$ cat src/rtl/mips_mmio_responder.sv
// MEM-stage memory-mapped I/O responder: PortOut register, synchronized PortIn
// with change detection, and a down-counting timer with interrupt.
module mips_mmio_responder #(
  parameter logic [31:0] BASE_ADDR   = 32'h1001_0000,
  parameter int          SYNC_STAGES = 2
) (
  input  logic        clk,
  input  logic        reset,
  input  logic        MemRead,
  input  logic        MemWrite,
  input  logic [31:0] Address,
  input  logic [31:0] WriteData,
  output logic [31:0] ReadData,
  output logic        Hit,
  input  logic [7:0]  PortIn,
  output logic [31:0] PortOut,
  output logic        Irq
);

  localparam logic [7:0] OFF_PORT_OUT    = 8'h24;
  localparam logic [7:0] OFF_PORT_IN     = 8'h28;
  localparam logic [7:0] OFF_STATUS      = 8'h2C;
  localparam logic [7:0] OFF_TIMER_LOAD  = 8'h30;
  localparam logic [7:0] OFF_TIMER_COUNT = 8'h34;
  localparam logic [7:0] OFF_TIMER_CTRL  = 8'h38;

  logic [31:0] portOutReg;
  logic [31:0] loadReg;
  logic [31:0] countReg;
  logic        ctrlEn, ctrlAuto, ctrlIrqEn;
  logic        inChanged, timerExpired;
  logic [SYNC_STAGES-1:0][7:0] syncReg;
  logic [7:0]  prevIn;
  logic [7:0]  syncOut;

  logic        inWindow;
  logic [7:0]  offset;
  logic        selPortOut, selPortIn, selStatus, selLoad, selCount, selCtrl;
  logic        wrPortOut, wrStatus, wrLoad, wrCtrl;
  logic        timerZero, expireEvt, changeEvt;
  logic [1:0]  w1cMask;

  assign offset   = Address[7:0];
  assign inWindow = (Address[31:8] == BASE_ADDR[31:8]) && (Address[1:0] == 2'b00);

  assign selPortOut = inWindow && (offset == OFF_PORT_OUT);
  assign selPortIn  = inWindow && (offset == OFF_PORT_IN);
  assign selStatus  = inWindow && (offset == OFF_STATUS);
  assign selLoad    = inWindow && (offset == OFF_TIMER_LOAD);
  assign selCount   = inWindow && (offset == OFF_TIMER_COUNT);
  assign selCtrl    = inWindow && (offset == OFF_TIMER_CTRL);

  assign Hit = selPortOut | selPortIn | selStatus | selLoad | selCount | selCtrl;

  assign wrPortOut = MemWrite && selPortOut;
  assign wrStatus  = MemWrite && selStatus;
  assign wrLoad    = MemWrite && selLoad;
  assign wrCtrl    = MemWrite && selCtrl;

  assign syncOut   = syncReg[SYNC_STAGES-1];
  assign changeEvt = (syncOut != prevIn);
  assign timerZero = (countReg == 32'd0);
  // A TIMER_LOAD write suppresses all timer activity for that edge.
  assign expireEvt = ctrlEn && !wrLoad && timerZero;
  assign w1cMask   = wrStatus ? WriteData[1:0] : 2'b00;

  always_ff @(posedge clk or posedge reset) begin
    if (reset) begin
      portOutReg   <= '0;
      loadReg      <= '0;
      countReg     <= '0;
      ctrlEn       <= 1'b0;
      ctrlAuto     <= 1'b0;
      ctrlIrqEn    <= 1'b0;
      inChanged    <= 1'b0;
      timerExpired <= 1'b0;
      syncReg      <= '0;
      prevIn       <= '0;
    end else begin
      syncReg <= {syncReg[SYNC_STAGES-2:0], PortIn};
      prevIn  <= syncOut;

      if (wrPortOut) portOutReg <= WriteData;

      if (wrLoad) begin
        loadReg  <= WriteData;
        countReg <= WriteData;
      end else if (ctrlEn) begin
        if (!timerZero)    countReg <= countReg - 32'd1;
        else if (ctrlAuto) countReg <= loadReg;
      end

      // A software write to TIMER_CTRL overrides the one-shot EN clear.
      if (wrCtrl) begin
        ctrlEn    <= WriteData[0];
        ctrlAuto  <= WriteData[1];
        ctrlIrqEn <= WriteData[2];
      end else if (expireEvt && !ctrlAuto) begin
        ctrlEn <= 1'b0;
      end

      // Hardware events win over a same-cycle W1C so no event is lost.
      inChanged    <= (inChanged & ~w1cMask[0]) | changeEvt;
      timerExpired <= (timerExpired & ~w1cMask[1]) | expireEvt;
    end
  end

  always_comb begin
    ReadData = 32'd0;
    if (MemRead) begin
      if (selPortOut) ReadData = portOutReg;
      if (selPortIn)  ReadData = {24'd0, syncOut};
      if (selStatus)  ReadData = {30'd0, timerExpired, inChanged};
      if (selLoad)    ReadData = loadReg;
      if (selCount)   ReadData = countReg;
      if (selCtrl)    ReadData = {29'd0, ctrlIrqEn, ctrlAuto, ctrlEn};
    end
  end

  assign PortOut = portOutReg;
  assign Irq     = timerExpired & ctrlIrqEn;

endmodule

$ cat config.mk
export PLATFORM = sky130hd
export DESIGN_NAME = mips_mmio_responder
export DESIGN_NICKNAME = d
export VERILOG_FILES = /design/src/rtl/mips_mmio_responder.sv
export SDC_FILE = /design/constraint.sdc
export NUM_CORES = 1
export LEC_CHECK = 0
export CELL_PAD_IN_SITES_DETAIL_PLACEMENT = 2
export CELL_PAD_IN_SITES_GLOBAL_PLACEMENT = 2
export CORE_MARGIN = 5
export CORE_UTILIZATION = 28
export DETAILED_ROUTE_END_ITERATION = 7
export PLACE_DENSITY = 0.79
export SYNTH_ARGS = -nofsm -noshare
export SYNTH_HDL_FRONTEND = slang
export SYNTH_SLANG_ARGS = --single-unit
$ cat constraint.sdc
create_clock -name clk -period 3.85 [get_ports clk]
set_input_delay 0.77 -clock clk [delete_from_list [all_inputs] [get_ports clk]]
set_output_delay 0.77 -clock clk [all_outputs]
set_load 0.01 [all_outputs]
After elaboration in Yosys (flattened, before gate mapping)
Cells that the tools add are included.
{"block": "totals", "wordCells": 68, "inputBits": 76, "register_bits": 125}
{"block": "op_classes", "bitwise": 12, "addsub": 1, "reduce_logical": 21, "n_mux": 14, "eq_ne": 9}
{"operator": "$mux 32", "n": 11}
{"operator": "$eq 8x6->1 const B", "n": 6}
{"operator": "$logic_not 32->1", "n": 1}
{"operator": "$sub 32x1->32 const B", "n": 1}
{"operator": "$eq 24x21->1 const B", "n": 1}
{"operator": "$logic_and 1x1->1", "n": 14}
{"operator": "$ne 8x8->1", "n": 1}
{"operator": "$or 1x1->1", "n": 7}
{"operator": "$reduce_bool 2->1", "n": 2}
{"operator": "$and 1x1->1", "n": 3}
{"operator": "$ne 3x3->1 const B", "n": 1}
{"operator": "$logic_not 1->1", "n": 2}
{"operator": "$logic_not 2->1", "n": 1}
{"operator": "$mux 1", "n": 2}
{"operator": "$mux 2", "n": 1}
{"operator": "$not 1->1", "n": 2}
{"operator": "$reduce_and 2->1", "n": 1}

Depth between registers and ports, before layout
Gate-level depths: netlist (run 1).
{"block": "depth", "ltp_word": 10, "depth_mapped": 10}

Worst setup path before layout (run 1)
OpenSTA, ideal clock, no wires.
{"block": "synth_timing", "path_type": "input -> output", "start": "input port Address[9]", "end": "output port ReadData[21]", "arrival_ns": 2.542, "slack_ns": 0.538, "required_ns": 3.080, "cell_stages": 9, "path_cell_list": "nor4b_1 nand4_1 nor2_1 clkbuf_1 nand3_1 nand2_1 clkbuf_1 buf_1 nor2_1"}
{"block": "synth_via", "elab_chain_len": 10, "elab_cells_between_ends": 15, "cone_classes": "eq/ne: 1; mux: 7; reduce/logical: 7"}
{"item": "start, declared", "line_no": "11", "rtl": "input logic [31:0] Address,"}
{"item": "$eq 24x21->1 (*)", "line_no": "44", "rtl": "assign inWindow = (Address[31:8] == BASE_ADDR[31:8]) && (Address[1:0] == 2'b00);"}
{"item": "$logic_and 1x1->1 (*)", "line_no": "44"}
{"item": "$logic_and 1x1->1", "line_no": "46", "rtl": "assign selPortOut = inWindow && (offset == OFF_PORT_OUT);"}
{"item": "$mux 32", "line_no": "111", "rtl": "if (selPortOut) ReadData = portOutReg;"}
{"item": "$mux 32", "line_no": "112", "rtl": "if (selPortIn) ReadData = {24'd0, syncOut};"}
{"item": "$mux 32", "line_no": "113", "rtl": "if (selStatus) ReadData = {30'd0, timerExpired, inChanged};"}
{"item": "$mux 32", "line_no": "114", "rtl": "if (selLoad) ReadData = loadReg;"}
{"item": "$mux 32", "line_no": "115", "rtl": "if (selCount) ReadData = countReg;"}
{"item": "$mux 32 (*)", "line_no": "116", "rtl": "if (selCtrl) ReadData = {29'd0, ctrlIrqEn, ctrlAuto, ctrlEn};"}
{"item": "$mux 32 (*)", "line_no": "110", "rtl": "if (MemRead) begin"}
{"item": "end, declared", "line_no": "13", "rtl": "output logic [31:0] ReadData,"}
Mark *: on every way between the ends. The rest lies on a longest branch, timed or not.

Final worst setup path (run 1)
{"block": "layout_timing", "start": "input port Address[19]", "end": "register countReg[26]"}
{"block": "layout_via", "elab_chain_len": 6, "elab_cells_between_ends": 8, "cone_classes": "eq/ne: 2; mux: 1; reduce/logical: 5"}
{"item": "$eq 24x21->1 (*)", "line_no": "44"}
{"item": "$logic_and 1x1->1 (*)", "line_no": "44"}
{"item": "$logic_and 1x1->1 (*)", "line_no": "49", "rtl": "assign selLoad = inWindow && (offset == OFF_TIMER_LOAD);"}
{"item": "$logic_and 1x1->1 (*)", "line_no": "57", "rtl": "assign wrLoad = MemWrite && selLoad;"}
{"item": "$ne 3x3->1 (no source line) or $reduce_bool 2->1 (tied branches)"}
{"item": "$reduce_and 2->1 (no source line)"}
{"item": "end signal, assigned", "line_no": "87", "rtl": "countReg <= WriteData;"}
{"item": "end signal, assigned", "line_no": "89", "rtl": "if (!timerZero) countReg <= countReg - 32'd1;"}
{"item": "end signal, assigned", "line_no": "90", "rtl": "else if (ctrlAuto) countReg <= loadReg;"}
{"item": "end, declared", "line_no": "29", "rtl": "logic [31:0] countReg;"}
Marked as above.
A chain may end at the register's enable or synchronous reset.

==> results of run 1 <==
==> stage by stage <==
step / std cells / power, mW / area, um^2 / util / setup TNS (ns)
2_1_floorplan: 762 / 1.41 / 6800 / - / 0
3_3_place_gp: 1212 / 1.54 / 8850 / 0.367 / -0.124
3_5_place_dp: 1212 / 1.54 / 8850 / 0.367 / -1.75
4_1_cts: 1256 / 3.20 / 9610 / 0.399 / -0.0852
5_1_grt: 1261 / 3.28 / 9700 / 0.403 / -1.11
6_report: 1261 / 3.19 / 9700 / 0.403 / 0
==> logic make-up (layout without fill, tap and decap cells) <==
kind of cell	count (synthesis)	in the layout	share of synthesized area
buffers and inverters	69	244	0.0411
muxes	41	41	0.0670
and+or+nand+nor	309	309	0.207
DFF	125	125	0.460
AOI/OAI and AO/OA	204	204	0.205
xor gates and xnor gates	12	12	0.0155
adders and majority gates	2	2	0.00368
==> routing by layer <==
metal  vias to the layer above  GRT usage  part of all wire
met5                         -          0                 0
met4                         0     0.0653             0.017
met3                        33     0.0333             0.032
met2                       163      0.374              0.52
met1                      3578      0.265              0.43
li1                       3097          -                 -
==> layout by cell type (no fill, tap or decap), types with 10 or more instances in the layout <==
| cell | instances |
|---|---|
| nand2_1 | 139 |
| dfrtp_1 | 125 |
| clkdlybuf4s50_1 | 108 |
| nor2_1 | 71 |
| buf_4 | 48 |
| a21oi_1 | 47 |
| a22oi_1 | 37 |
| mux2_2 | 36 |
| o21ai_0 | 33 |
| a22o_1 | 24 |
| dlygate4sd2_1 | 23 |
| nand3_1 | 18 |
| clkbuf_16 | 17 |
| nor4_1 | 14 |
| nor3_1 | 11 |
| nand4_1 | 11 |
| o31ai_1 | 10 |
| buf_12 | 10 |
==> sequential cells by signal, indices dropped and copies added (netlist names) <==
register	count
syncReg	8
timerExpired	1
prevIn	8
ctrlAuto	1
syncOut	8
loadReg	32
countReg	32
ctrlEn	1
inChanged	1
PortOut	32
ctrlIrqEn	1
==> worst max-delay path, delay by kind of cell <==
family                 cells  cell delay [ns]
buffers and inverters     12             1.96
AO/OA/AOI/OAI              1             0.15
AND/OR/NAND/NOR            5             1.23
==> timing repair <==
item	in CTS	in global routing
cloned	2	0
pin swaps	2	6
setup buffers	10	5
resized for setup	40	19
endpoints found under the hold margin	0	0
setup endpoints to repair	30	77
==> cell type report <==
class | count | share of cell area
Clock buffer | 18 | 0.0453
Clock inverter | 14 | 0.0168
Inverter | 7 | 0.00309
Multi-Input combinational cell | 568 | 0.358
Sequential cell | 125 | 0.322
Tap cell | 324 | 0.0418
Timing Repair Buffer | 205 | 0.212
==> synth_stat cells (all sizes together), types with 14 or more instances <==
library cell | n | area, um^2
a22oi | 37 | 278
a22o | 24 | 210
nor2 | 72 | 270
clkbuf | 48 | 180
nor4 | 16 | 100
nand3 | 18 | 90.1
nand2 | 141 | 529
dfrtp | 125 | 3130
mux2 | 36 | 405
o21ai | 34 | 170
buf | 14 | 72.6
a21oi | 48 | 244
==> power groups by stage <==
stage | registers, mW | clock network, mW | logic (mW)
3_5_place_dp | 1.36 | 0 | 0.183
2_1_floorplan | 1.36 | 0 | 0.0493
4_1_cts | 1.33 | 1.68 | 0.189
5_1_grt | 1.34 | 1.74 | 0.205
3_3_place_gp | 1.36 | 0 | 0.178
6_report | 1.33 | 1.66 | 0.192
==> worst paths after layout <==
kind	start	endpoint
max	Address[19]	countReg[26]
max reg2reg	countReg[23]	countReg[31]
min	syncReg[3]	syncOut[3]
min reg2reg	syncReg[3]	syncOut[3]
max in group asynchronous	reset	loadReg[15]
min in group asynchronous	reset	PortOut[1]
==> impl_metrics.env, run 1 <==
export IMPL_status="finished, final reports clean"
export IMPL_seqPwrFrac=0.419
export IMPL_synth_edff_count=0
export IMPL_dpl_hpwl_mm=19.1
export IMPL_grt_pass1_vias=7846
export IMPL_cp_max_fo=36
export IMPL_antenna_found_initial=0
export IMPL_whs_path_depth=0
export IMPL_core_area_mm2=0.0241
export IMPL_setup_viol=0
export IMPL_die_w_um=166
export IMPL_drt_total_wl_mm=29.6
export IMPL_required_ns=4.16
export IMPL_initial_utilization=0.282
export IMPL_cts_max_level=4
export IMPL_syn_inst=762
export IMPL_synth_seq_area_share=0.460
export IMPL_first_iter_violations=418
export IMPL_min_path_type="reg -> reg"
export IMPL_path_clk_slew_ns=0.06
export IMPL_route_detailed_drc=0
export IMPL_cts_hold_buf=0
export IMPL_worstSetupPathType="in -> reg"
export IMPL_grt_use_total=0.211
export IMPL_fin_nets=1002
export IMPL_min_period_over_period=0.987
export IMPL_cts_tree="yes"
export IMPL_async_flop_share=1.00
export IMPL_cts_root_buf="clkbuf_16"
export IMPL_crit_arrival_ns=4.11
export IMPL_crit_slowest_cell="or4_4"
export IMPL_cts_buffers=17
export IMPL_grt_pass1_wl_mm=46.4
export IMPL_grt_max_degree=126
export IMPL_grt_overflow=0
export IMPL_clk_path_buf_depth=2
export IMPL_seq_area_mm2=0.00313
export IMPL_end_kind="register"
export IMPL_p_comb_frac=0.060
export IMPL_reg2regPathDepth=6
export IMPL_worst_pin_slew_ns=0.834
export IMPL_intPower_mw=2.41
export IMPL_cts_sinks=125
export IMPL_ys_types=58
export IMPL_wire_per_inst_um=23.4
export IMPL_vias=6871
export IMPL_port_buffers=141
export IMPL_insertedDiodeCount=0
export IMPL_postRouteAntennaNets=0
export IMPL_r2r_setup_slack_ns=0.71
export IMPL_hold_slack_ns=0.348
export IMPL_pre_cts_slack_ns=-0.119
export IMPL_gp_congestion=0.804
export IMPL_leakagePower_nw=4.29
export IMPL_syn_num_nets=840
export IMPL_synthFlopType="dfrtp_1"
export IMPL_syn_area_mm2=0.00679
export IMPL_drive_above_1_share=0.166
export IMPL_ir_drop_uv=246
export IMPL_hold_viol=0
export IMPL_power_frac_clock=0.521
export IMPL_dr_pass1_iters=5
export IMPL_slew_headroom=0.443
export IMPL_yosysWarningCount=0
export IMPL_synth_seq_cells=125
export IMPL_via_per_inst=5.45
export IMPL_clock_latency_ns=0.42
export IMPL_crit_top_cell="buf_4"
export IMPL_crit_path_cell_trace="clkdlybuf4s50_1 -> nor4_4 -> nand4_1 -> buf_4 -> buf_4 -> buf_4 -> buf_4 -> buf_4 -> buf_4 -> buf_4 -> buf_4 -> buf_4 -> buf_4 -> or4_4 -> buf_8 -> nand3_1 -> nand2_1 -> a21o_1"
export IMPL_max_freq_ghz=0.263
export IMPL_report_final_slew_viol_count=0
export IMPL_multi_input_area_mm2=0.00348
export IMPL_timing_final_ws_setup_ns=0.0486
export IMPL_cpPeakStageDelay_ns=0.54
export IMPL_finalCriticalPeriod_ns=3.80
export IMPL_cp_start_kind="primary input"
export IMPL_switching_share=0.244
export IMPL_fp_dieH_um=166
export IMPL_finClkSkew_ns=0.00804
export IMPL_p_sw_mw=0.778
export IMPL_maxCapViolations=0
export IMPL_fp_row_count=57
export IMPL_fillers=2638
export IMPL_synth_avg_cell_area_um2=8.91
export IMPL_dieArea_mm2=0.0275
export IMPL_ios=142
export IMPL_area_growth_pct=42.9
export IMPL_power_density_mw_per_mm2=328
Note: power is estimated with default switching activity, not from simulation.
==> run 2, diff against run 1 <==
- CTS_CLUSTER_SIZE: unset -> 10
- GPL_ROUTABILITY_DRIVEN: unset -> 0
==> results of run 2 <==
The final DEF is identical to that of run 1; final timing and power are the same.
